===== config.mk =====
export PLATFORM = sky130hd
export DESIGN_NAME = uart_mmio_fifo_flat
export DESIGN_NICKNAME = d
export VERILOG_FILES = /design/src/rtl/uart_mmio_fifo_if.sv /design/src/rtl/uart_mmio_fifo.sv /design/src/flat_wrapper.sv
export SDC_FILE = /design/constraint.sdc
export NUM_CORES = 1
export LEC_CHECK = 0
export CORE_MARGIN = 2
export CORE_UTILIZATION = 35
export CTS_BUF_LIST = sky130_fd_sc_hd__clkbuf_8
export CTS_CLUSTER_DIAMETER = 40
export DETAILED_ROUTE_END_ITERATION = 16
export PLACE_DENSITY = 0.51
export REMOVE_ABC_BUFFERS = 1
export SLEW_MARGIN = 20
export SYNTH_ARGS = -nofsm -noshare
export SYNTH_HDL_FRONTEND = slang
export SYNTH_HIERARCHICAL = 1
export SYNTH_SLANG_ARGS = --single-unit

===== constraint.sdc =====
create_clock -name clk -period 12.1 [get_ports clk]
set_input_delay 1.815 -clock clk [delete_from_list [all_inputs] [get_ports clk]]
set_output_delay 1.815 -clock clk [all_outputs]
set_load 0.01 [all_outputs]

===== src/rtl/uart_mmio_fifo_if.sv =====
// Core data-bus port of the memory-mapped UART (address, store/load strobes, data).
// Latency: none, a bundle of wires; read_data is combinational in the slave.
// Backpressure: wait_request (slave->master) holds a store to DATA while the TX FIFO is full.
interface uart_mmio_fifo_if;
    logic [31:0] address;
    logic [31:0] write_data;
    logic        mem_write;
    logic        mem_read;
    logic [31:0] read_data;
    logic        wait_request;

    modport master (output address, write_data, mem_write, mem_read,
                    input  read_data, wait_request);
    modport slave  (input  address, write_data, mem_write, mem_read,
                    output read_data, wait_request);
endinterface


===== src/rtl/uart_mmio_fifo.sv =====
// Memory-mapped 8N1 UART with RX/TX FIFOs, divisor, control, sticky errors, level irq.
// Latency: loads combinational; stores and pops take effect on the next clk edge.
// Backpressure: stores to DATA stall via wait_request while TX is full; RX drops on full (overrun).
// Optional build macro UART_LOOPBACK_EN adds CTRL bit3 (internal tx->rx loopback, tx pin held high).

module uart_mmio_fifo_buf #(
    parameter int AW = 4,
    parameter int W  = 8
) (
    input  logic         clk,
    input  logic         reset,
    input  logic         push_vld,
    input  logic [W-1:0] push_dat,
    input  logic         pop_vld,
    output logic [W-1:0] head_dat,
    output logic [AW:0]  level,
    output logic         empty,
    output logic         full
);
    localparam int DEPTH = 1 << AW;

    logic [W-1:0]  mem [DEPTH];
    logic [AW-1:0] wr_ptr;
    logic [AW-1:0] rd_ptr;
    logic          do_push;
    logic          do_pop;

    assign empty    = (level == '0);
    assign full     = (level == (AW+1)'(DEPTH));
    assign do_pop   = pop_vld & ~empty;
    // a pop in the same cycle frees the slot, so a push into a full buffer is accepted then
    assign do_push  = push_vld & (~full | do_pop);
    assign head_dat = mem[rd_ptr];

    // wrapping pointers and level; push+pop together leave the level unchanged
    always_ff @(posedge clk) begin
        if (reset) begin
            wr_ptr <= '0;
            rd_ptr <= '0;
            level  <= '0;
        end else begin
            if (do_push) wr_ptr <= wr_ptr + 1'b1;
            if (do_pop)  rd_ptr <= rd_ptr + 1'b1;
            if (do_push & ~do_pop)      level <= level + 1'b1;
            else if (do_pop & ~do_push) level <= level - 1'b1;
        end
    end

    // storage array, contents are don't-care until written
    always_ff @(posedge clk) begin
        if (do_push) mem[wr_ptr] <= push_dat;
    end
endmodule

module uart_mmio_fifo #(
    parameter logic [31:0] UART_BASE   = 32'h1000_0000,
    parameter int          RX_FIFO_AW  = 4,
    parameter int          TX_FIFO_AW  = 4,
    parameter logic [15:0] DEFAULT_DIV = 16'd26
) (
    input  logic            clk,
    input  logic            reset,
    input  logic            rx,
    output logic            tx,
    output logic            irq,
    uart_mmio_fifo_if.slave bus
);
    typedef enum logic [1:0] {S_IDLE, S_START, S_DATA, S_STOP} state_t;

`ifdef UART_LOOPBACK_EN
    localparam logic [3:0] CTRL_MASK = 4'hF;
`else
    localparam logic [3:0] CTRL_MASK = 4'h7;
`endif

    logic [31:0] offset;
    logic        sel;
    logic [1:0]  reg_idx;
    logic        data_wr, status_wr, ctrl_wr, div_wr, data_rd;
    logic [3:0]  ctrl;
    logic [15:0] div;
    logic        overrun, frame_err;
    logic [15:0] tick_cnt;
    logic        tick;
    logic        unused_bits;

    // FIFO side
    logic [7:0]            tx_head, rx_head;
    logic [TX_FIFO_AW:0]   tx_level;
    logic [RX_FIFO_AW:0]   rx_level;
    logic                  tx_empty, tx_full, rx_empty, rx_full;
    logic                  tx_push, tx_pop, rx_push, rx_pop;

    // engines
    state_t     tx_state, tx_state_nxt, rx_state, rx_state_nxt;
    logic [3:0] tx_tcnt, rx_tcnt;
    logic [2:0] tx_bitcnt, rx_bitcnt;
    logic [7:0] tx_shift, rx_shift;
    logic       tx_reg, tx_bit_end;
    logic       rx_in, rx_s1, rx_s2, rx_mid, rx_bit_end, ov_set, fe_set;

    assign offset      = bus.address - UART_BASE;
    assign sel         = (offset < 32'd16);
    assign reg_idx     = bus.address[3:2];
    assign data_wr     = sel & bus.mem_write & (reg_idx == 2'd0);
    assign status_wr   = sel & bus.mem_write & (reg_idx == 2'd1);
    assign ctrl_wr     = sel & bus.mem_write & (reg_idx == 2'd2);
    assign div_wr      = sel & bus.mem_write & (reg_idx == 2'd3);
    assign data_rd     = sel & bus.mem_read  & (reg_idx == 2'd0);
    assign unused_bits = &{1'b0, bus.write_data[31:16]};

    assign bus.wait_request = data_wr & tx_full;
    assign tx_push          = data_wr & ~tx_full;
    assign rx_pop           = data_rd;

    uart_mmio_fifo_buf #(.AW(TX_FIFO_AW), .W(8)) u_tx_fifo (
        .clk(clk), .reset(reset), .push_vld(tx_push), .push_dat(bus.write_data[7:0]),
        .pop_vld(tx_pop), .head_dat(tx_head), .level(tx_level), .empty(tx_empty), .full(tx_full)
    );

    uart_mmio_fifo_buf #(.AW(RX_FIFO_AW), .W(8)) u_rx_fifo (
        .clk(clk), .reset(reset), .push_vld(rx_push), .push_dat(rx_shift),
        .pop_vld(rx_pop), .head_dat(rx_head), .level(rx_level), .empty(rx_empty), .full(rx_full)
    );

`ifdef UART_LOOPBACK_EN
    assign tx    = ctrl[3] ? 1'b1 : tx_reg;
    assign rx_in = ctrl[3] ? tx_reg : rx;
`else
    assign tx    = tx_reg;
    assign rx_in = rx;
`endif

    assign irq = (ctrl[0] & ~rx_empty) | (ctrl[1] & tx_empty) | (ctrl[2] & (overrun | frame_err));

    // combinational load mux, zero outside the window
    always_comb begin
        bus.read_data = '0;
        if (sel) begin
            case (reg_idx)
                2'd0: bus.read_data = rx_empty ? 32'd0 : {24'd0, rx_head};
                2'd1: bus.read_data = {8'd0, 8'(tx_level), 8'(rx_level), 2'b00, frame_err, overrun,
                                       rx_full, tx_empty, tx_full, rx_empty};
                2'd2: bus.read_data = {28'd0, ctrl};
                default: bus.read_data = {16'd0, div};
            endcase
        end
    end

    // CSRs; a newly detected error wins over a same-cycle write-1-to-clear
    always_ff @(posedge clk) begin
        if (reset) begin
            ctrl      <= '0;
            div       <= DEFAULT_DIV;
            overrun   <= 1'b0;
            frame_err <= 1'b0;
        end else begin
            if (ctrl_wr) ctrl <= bus.write_data[3:0] & CTRL_MASK;
            if (div_wr)  div  <= bus.write_data[15:0];
            overrun   <= ov_set | (overrun   & ~(status_wr & bus.write_data[4]));
            frame_err <= fe_set | (frame_err & ~(status_wr & bus.write_data[5]));
        end
    end

    // oversample tick: one pulse every DIV+1 clocks, restarted by a DIV write
    assign tick = (tick_cnt == div);
    always_ff @(posedge clk) begin
        if (reset || div_wr) tick_cnt <= '0;
        else if (tick)       tick_cnt <= '0;
        else                 tick_cnt <= tick_cnt + 16'd1;
    end

    // engine state registers
    always_ff @(posedge clk) begin
        if (reset) begin
            tx_state <= S_IDLE;
            rx_state <= S_IDLE;
        end else begin
            tx_state <= tx_state_nxt;
            rx_state <= rx_state_nxt;
        end
    end

    // TX next state: each of start/8 data/stop lasts 16 ticks
    always_comb begin
        tx_state_nxt = tx_state;
        tx_pop       = 1'b0;
        tx_bit_end   = tick & (tx_tcnt == 4'd15);
        case (tx_state)
            S_IDLE:  if (tick & ~tx_empty) begin
                         tx_state_nxt = S_START;
                         tx_pop       = 1'b1;
                     end
            S_START: if (tx_bit_end) tx_state_nxt = S_DATA;
            S_DATA:  if (tx_bit_end && tx_bitcnt == 3'd7) tx_state_nxt = S_STOP;
            default: if (tx_bit_end) tx_state_nxt = S_IDLE;
        endcase
    end

    // TX datapath: line register, LSB-first shifter, tick and bit counters
    always_ff @(posedge clk) begin
        if (reset) begin
            tx_reg    <= 1'b1;
            tx_tcnt   <= '0;
            tx_bitcnt <= '0;
            tx_shift  <= '0;
        end else begin
            if (tx_state == S_IDLE) tx_tcnt <= '0;
            else if (tick)          tx_tcnt <= tx_tcnt + 4'd1;
            case (tx_state)
                S_IDLE:  if (tx_pop) begin
                             tx_shift <= tx_head;
                             tx_reg   <= 1'b0;
                         end
                S_START: if (tx_bit_end) begin
                             tx_reg    <= tx_shift[0];
                             tx_bitcnt <= '0;
                         end
                S_DATA:  if (tx_bit_end) begin
                             if (tx_bitcnt == 3'd7) begin
                                 tx_reg <= 1'b1;
                             end else begin
                                 tx_shift  <= tx_shift >> 1;
                                 tx_reg    <= tx_shift[1];
                                 tx_bitcnt <= tx_bitcnt + 3'd1;
                             end
                         end
                default: ;
            endcase
        end
    end

    // RX next state: verify start at mid-bit, sample data/stop every 16 ticks
    always_comb begin
        rx_state_nxt = rx_state;
        rx_push      = 1'b0;
        ov_set       = 1'b0;
        fe_set       = 1'b0;
        rx_mid       = tick & (rx_tcnt == 4'd7);
        rx_bit_end   = tick & (rx_tcnt == 4'd15);
        case (rx_state)
            S_IDLE:  if (~rx_s2) rx_state_nxt = S_START;
            S_START: if (rx_mid) rx_state_nxt = rx_s2 ? S_IDLE : S_DATA;
            S_DATA:  if (rx_bit_end && rx_bitcnt == 3'd7) rx_state_nxt = S_STOP;
            default: if (rx_bit_end) begin
                         rx_state_nxt = S_IDLE;
                         if (~rx_s2)                        fe_set  = 1'b1;
                         else if (rx_full & ~rx_pop)        ov_set  = 1'b1;
                         else                               rx_push = 1'b1;
                     end
        endcase
    end

    // RX datapath: 2-flop synchroniser, tick/bit counters, LSB-first shifter
    always_ff @(posedge clk) begin
        if (reset) begin
            rx_s1     <= 1'b1;
            rx_s2     <= 1'b1;
            rx_tcnt   <= '0;
            rx_bitcnt <= '0;
            rx_shift  <= '0;
        end else begin
            rx_s1 <= rx_in;
            rx_s2 <= rx_s1;
            case (rx_state)
                S_IDLE:  rx_tcnt <= '0;
                S_START: begin
                             if (rx_mid)    rx_tcnt <= '0;
                             else if (tick) rx_tcnt <= rx_tcnt + 4'd1;
                             rx_bitcnt <= '0;
                         end
                default: if (tick) rx_tcnt <= rx_tcnt + 4'd1;
            endcase
            if (rx_state == S_DATA && rx_bit_end) begin
                rx_shift  <= {rx_s2, rx_shift[7:1]};
                rx_bitcnt <= rx_bitcnt + 3'd1;
            end
        end
    end
endmodule


===== src/flat_wrapper.sv =====
// flat-port wrapper written by rule: the top's interface ports become plain ports
module uart_mmio_fifo_flat 
#(
    parameter logic [31:0] UART_BASE   = 32'h1000_0000,
    parameter int          RX_FIFO_AW  = 4,
    parameter int          TX_FIFO_AW  = 4,
    parameter logic [15:0] DEFAULT_DIV = 16'd26
)
  (clk, reset, rx, tx, irq, bus_address, bus_write_data, bus_mem_write, bus_mem_read, bus_read_data, bus_wait_request);
  uart_mmio_fifo_if bus_i ();
  input  logic clk;
  input  logic reset;
  input  logic rx;
  output logic tx;
  output logic irq;
  input wire logic [$bits(bus_i.address)-1:0] bus_address;
  input wire logic [$bits(bus_i.write_data)-1:0] bus_write_data;
  input wire logic [$bits(bus_i.mem_write)-1:0] bus_mem_write;
  input wire logic [$bits(bus_i.mem_read)-1:0] bus_mem_read;
  output wire logic [$bits(bus_i.read_data)-1:0] bus_read_data;
  output wire logic [$bits(bus_i.wait_request)-1:0] bus_wait_request;
  assign bus_i.address = bus_address;
  assign bus_i.write_data = bus_write_data;
  assign bus_i.mem_write = bus_mem_write;
  assign bus_i.mem_read = bus_mem_read;
  assign bus_read_data = bus_i.read_data;
  assign bus_wait_request = bus_i.wait_request;
  uart_mmio_fifo #(.UART_BASE(UART_BASE), .RX_FIFO_AW(RX_FIFO_AW), .TX_FIFO_AW(TX_FIFO_AW), .DEFAULT_DIV(DEFAULT_DIV)) u_core (.clk(clk), .reset(reset), .rx(rx), .tx(tx), .irq(irq), .bus(bus_i));
endmodule

Word level (Yosys, flattened, before mapping)
Memories as Yosys holds them, arrays and structs flattened. A register that Yosys moved wholly into a read port is not among the register bits.
Index checks and enable logic that the tools add are counted.
- flip-flop bits (word level): 100
- memory bits (writable): 256
- input port bits: 69
- memories kept: 2
- memories (name ; words ; bits a word ; read ports ; clocked after memory_dff ; write ports ; line ; source):
    u_core.u_rx_fifo.mem ; 16 ; 8 ; 1 ; 1 ; 1 ; uart_mmio_fifo.sv:22 ; logic [W-1:0] mem [DEPTH];
    u_core.u_tx_fifo.mem ; 16 ; 8 ; 1 ; 1 ; 1 ; uart_mmio_fifo.sv:22 ;
- $add $sub $neg: 14
- order comparisons: 1
- equal/unequal tests: 24
- multiplexer cells: 57
- bitwise gates (word level): 47
- reduce and logical (&&, ||, !) cells: 25
- operators with widths (cell ; number):
    $pmux 32 s3 ; 1
    $lt 32x5->1 const B ; 1
    $mux 32 ; 1
    $mux 8 ; 4
    $sub 32x29->32 const B ; 1
    $and 1x1->1 ; 29
    $add 4x1->4 const B ; 6
    $mux 4 ; 6
    $mux 1 ; 21
    $mux 5 ; 4
    $reduce_and 4->1 ; 5
    $mux 2 ; 9
    $add 16x1->16 const B ; 1
    $eq 16x16->1 ; 1
    $pmux 8 s2 ; 1
    $mux 3 ; 5
    $ne 2x1->1 const B ; 6
    $pmux 2 s3 ; 2
    $not 1->1 ; 11
    $add 5x1->5 const B ; 2
    $eq 5x5->1 const B ; 2
    $logic_not 5->1 ; 2
    $reduce_bool 2->1 ; 5
    $sub 5x1->5 const B ; 2
    other kinds (18) ; 40

Depth between registers and ports, before layout
- word-level depth: 15
- gate-level depth with buffers: 15
- mapped depth without buffers: 15

Hierarchy
The synthesis kept the hierarchy.
- by module, submodules not included (module ; instances ; cells an instance ; area each (um^2) ; seq. area each (um^2)):
    uart_mmio_fifo_buf (u_core.u_tx_fifo) ; 1 ; 310 ; 5779.3 ; 4184.0
    uart_mmio_fifo_buf (u_core.u_rx_fifo) ; 1 ; 311 ; 5771.8 ; 4184.0
    uart_mmio_fifo ; 1 ; 453 ; 4051.4 ; 1481.4

Worst setup path after synthesis
OpenSTA, ideal clock, no wires.
- kind: input port to flip-flop
- from: input port bus_address[20]
- to: register u_core.u_tx_fifo.level[4]
- arrival time: 5.063 ns
- required time: 11.979 ns
- slack: 6.917 ns
- stages: 15
- cell sequence: nor4_1 -> nand4_1 -> nor2_1 -> clkbuf_1 -> nand2_1 -> nor4_1 -> o31ai_4 -> inv_1 -> ha_1 -> inv_1 -> ha_1 -> a21oi_1 -> a211oi_1 -> a31oi_1 -> mux2_2
- cells in the longest elaborated chain, start to end: 9
- RTL lines (what ; line ; source):
    start, declared ; flat_wrapper.sv:16 ; input wire logic [$bits(bus_i.address)-1:0] bus_address;
    $sub 32x29->32 (*) ; uart_mmio_fifo.sv:102 ; assign offset = bus.address - UART_BASE;
    $lt 32x5->1 (*) ; uart_mmio_fifo.sv:103 ; assign sel = (offset < 32'd16);
    $and 1x1->1 (*) (2 in a row) ; uart_mmio_fifo.sv:105 ; assign data_wr = sel & bus.mem_write & (reg_idx == 2'd0);
    $and 1x1->1 (*) ; uart_mmio_fifo.sv:113 ; assign tx_push = data_wr & ~tx_full;
    via u_core.tx_push ; uart_mmio_fifo.sv:92 ; logic tx_push, tx_pop, rx_push, rx_pop;
    $and 1x1->1 (*) ; uart_mmio_fifo.sv:32 ; assign do_push = push_vld & (~full | do_pop);
    via u_core.u_tx_fifo.do_push ; uart_mmio_fifo.sv:25 ; logic do_push;
    $not 1->1 ; uart_mmio_fifo.sv:45 ; else if (do_pop & ~do_push) level <= level - 1'b1;
    $and 1x1->1 ; uart_mmio_fifo.sv:45 ;
    $reduce_bool 2->1 (no line) ; n/a ;
    end signal, assigned ; uart_mmio_fifo.sv:44 ; if (do_push & ~do_pop) level <= level + 1'b1;
    end signal, assigned ; uart_mmio_fifo.sv:45 ;
    end, declared ; uart_mmio_fifo.sv:16 ; output logic [AW:0] level,
The timed path passes the listed nets; every way through them passes the cells marked *.
A chain may end at the register's enable or synchronous reset.

Worst setup path after layout
- from: input port bus_address[8]
- to: output port bus_read_data[12]
- cells in the longest elaborated chain, start to end: 3
- RTL lines (what ; line ; source):
    $sub 32x29->32 ; uart_mmio_fifo.sv:102 ;
    $lt 32x5->1 ; uart_mmio_fifo.sv:103 ;
    $mux 32 ; uart_mmio_fifo.sv:139 ; if (sel) begin
    end, declared ; flat_wrapper.sv:20 ; output wire logic [$bits(bus_i.read_data)-1:0] bus_read_data;
No other way between the ends.

==> run metrics <==
PostCTS Resize Cnt=0; FF+latch count, synth=364; pin count of the biggest net entering global routing=56; DPL Wire Length=23600 um; Initial Utilization=0.354; Net Sw Frac=0.217; Mapped Area=15600 um2; Die Ht=215 um; postcts setup bufs=0; global route overflow=0; Logic pwr share=0.018; top_reg_cell synth=edfxtp_1; switching pwr=0.539 mW; Flop pwr share=0.534; share of synthesized flip-flops with an asynchronous set or reset=0; Clock Power Share=0.447; via count=9022; CP max-delay cell=nor2_1; PD cells=137 nW/um2; Layout fillers=4177; clk slew on worst S/H paths=0.06 ns; Synth Instances=1074; Worst Path Max Fanout=12; sequential area share after synthesis=0.631; Final ANT Viol Nets=0; cell taking the most area after synthesis=edfxtp_1; die width=215 um; io pins=104; clock buffer depth=3; drt drc=0; clk_lat worst skew=0.59 ns; Relative slew margins=0.217; vias in the first global route=9080; gr usage total=0.157; Hold-fix buffers, CTS=0; CP peak stage delay=0.98 ns; CP Class=in -> out; Netlist cell types=69; Max Clock Skew=0.0242 ns; Area Overhead vs Synth=16.6%; max_cap viols=0; DRT Wirelength=36600 um; routed len/inst=20.1 um; Worst VDD drop=89.4 uV; initial antenna violation count=0; share of cells above drive strength 1=0.167; number of inserted diodes=0; final hold vios=0; vias per inst=4.95; WP data required=10.28 ns; Least-Margin Pin Slew=1.17 ns; TNS Setup=0 ns; htree depth=3; Core ar.=44100 um2; RSZ-0062 raised after global routing=false; # rows=77; max frequency=138 MHz; Final Critical Period=7.24 ns; Lkg Pwr=6.17 nW; Pint=1.95 mW; DRT Pass-1 Iters=5; worst endpoint data arrival time=5.42 ns; max-slew violation count=0; number of flops mapped to enable cells by yosys=256; die area=46300 um2; Finish-stage setup viols=0; CTS root buffer=clkbuf_8; outcome=completed; Synth top area share=0.493; Final Cycle Share=0.598; fin nets=1281; Crit. End Element=primary output; worst path cell trace=clkdlybuf4s50_1 > nor4_1 > nand3_1 > nor2_1 > nand2_1 > nor2_1 > clkdlybuf4s50_1; first-pass GRT wire length=55400 um; Synth Area per Inst=14.5 um2; Critical Path Start Type=input port; Ys Warns=6; Final Util=0.412; CTS buffer count=67; biggest regs=u_core/u_rx_fifo/mem (128), u_core/u_tx_fifo/mem (128); count of buffers from port buffering=74; CTS Sinks=364; largest cells by area after synthesis=edfxtp_1 (49%), dfxtp_1 (14%), mux4_2 (9.2%); Initial DRC Count=539; gpl congestion=0.769; HP Class=reg -> reg; CTS tree=built
-- path summary, 6_finish.rpt --
check / to / start / depth (start not counted) / slack, ns
setup / recovery: bus_read_data[12] / bus_address[8] / 7 / 4.86
hold / removal: u_core/rx_s2$_SDFF_PP1_ / u_core/rx_s1$_SDFF_PP1_ / 1 / 0.42
setup reg to reg: u_core/u_rx_fifo/level[4]$_SDFFE_PP0P_ / u_core/div[6]$_SDFFE_PP0P_ / 15 / 7.77
hold reg to reg: u_core/rx_s2$_SDFF_PP1_ / u_core/rx_s1$_SDFF_PP1_ / 1 / 0.42
-- cells by family (layout without fill, tap and decap cells) --
kind of cell / after synthesis / after routing / share of synthesized area
AO/OA/AOI/OAI: 108 / 108 / 0.0508
XOR/XNOR: 52 / 52 / 0.0292
adder cells (fa/ha/maj): 32 / 32 / 0.0266
buffers and inverters: 84 / 230 / 0.0252
flip-flops: 364 / 364 / 0.631
multiplexers: 123 / 123 / 0.131
other: 1 / 11 / 0.000240
AND/OR/NAND/NOR: 310 / 310 / 0.106
-- routing by layer --
| layer | global-route usage | up-vias | part of all wire |
|---|---|---|---|
| met5 | 0 | - | 0 |
| met4 | 0.0522 | 0 | 0.023 |
| met3 | 0.0276 | 62 | 0.036 |
| met2 | 0.253 | 169 | 0.47 |
| met1 | 0.216 | 4518 | 0.47 |
| li1 | - | 4273 | - |
-- synth_stat cells (3+ instances only) --
library cell	n
buf_1	5
a211o_1	4
o211ai_1	5
nand3_1	17
xnor2_1	14
nand4_1	6
or2_2	3
a2111oi_0	3
mux2i_1	50
mux4_2	64
nor4_4	4
nand2b_1	7
buf_2	9
buf_4	13
nor2b_1	10
or3_1	6
ha_1	30
xor2_1	38
nand2_1	41
edfxtp_1	256
inv_1	21
nor3_1	16
and3_1	22
a31oi_1	8
and2_1	17
a22oi_1	35
o21ai_0	11
a21oi_1	19
nor4_1	8
nand3_2	3
mux2_2	9
dfxtp_1	108
and4_1	4
clkbuf_1	32
a211oi_1	4
nor2_1	126
-- power groups by stage --
stage / Clock (mW) / Combinational, mW / Sequential [mW]
6_report: 1.11 / 0.0452 / 1.33
5_1_grt: 1.21 / 0.0489 / 1.33
4_1_cts: 1.15 / 0.0458 / 1.33
3_5_place_dp: 0 / 0.0457 / 1.35
3_3_place_gp: 0 / 0.0452 / 1.35
2_1_floorplan: 0 / 0.00933 / 1.35
-- critical path, delay by kind of cell --
family / cells / cell delay (ns)
simple gates: 5 / 2.60
buf+inv: 2 / 1.01
-- metrics by stage --
| step | hold slack (ns) | instance area, um2 | setup slack [ns] | power (mW) | cells |
|---|---|---|---|---|---|
| floorplan | 0.389 | 15300 | 6.92 | 1.36 | 1021 |
| global placement | 0.411 | 16900 | 4.84 | 1.40 | 1703 |
| detailed placement | 0.410 | 16900 | 4.78 | 1.40 | 1703 |
| CTS | 0.426 | 18200 | 4.85 | 2.53 | 1822 |
| global route | 0.447 | 18200 | 4.58 | 2.59 | 1822 |
| finish | 0.422 | 18200 | 4.86 | 2.48 | 1822 |
-- placed cells by master, fill, tap and decap left out, types with 14 or more instances in the layout --
cell | Yosys | layout
dfxtp_1 | 108 | 106
xnor2_1 | 14 | 14
nor2_1 | 126 | 126
buf_4 | 13 | 17
edfxtp_1 | 256 | 256
nand2_1 | 41 | 41
mux4_2 | 64 | 64
and3_1 | 22 | 22
inv_1 | 21 | 42
nand3_1 | 17 | 17
nor3_1 | 16 | 16
a22oi_1 | 35 | 35
ha_1 | 30 | 30
and2_1 | 17 | 17
mux2i_1 | 50 | 50
xor2_1 | 38 | 38
clkdlybuf4s50_1 | 0 | 73
clkbuf_8 | 0 | 73
a21oi_1 | 19 | 19
-- area by class of cell --
class | count | area [um2] | share of cell area
Clock inverter | 46 | 258 | 0.0142
Clock buffer | 73 | 1000 | 0.0552
Timing Repair Buffer | 90 | 858 | 0.0472
Sequential cell | 364 | 9850 | 0.542
Tap cell | 592 | 741 | 0.0407
Multi-Input combinational cell | 636 | 5400 | 0.297
Inverter | 21 | 78.8 | 0.00433
No activity file was read; power rests on OpenSTA's default activity.
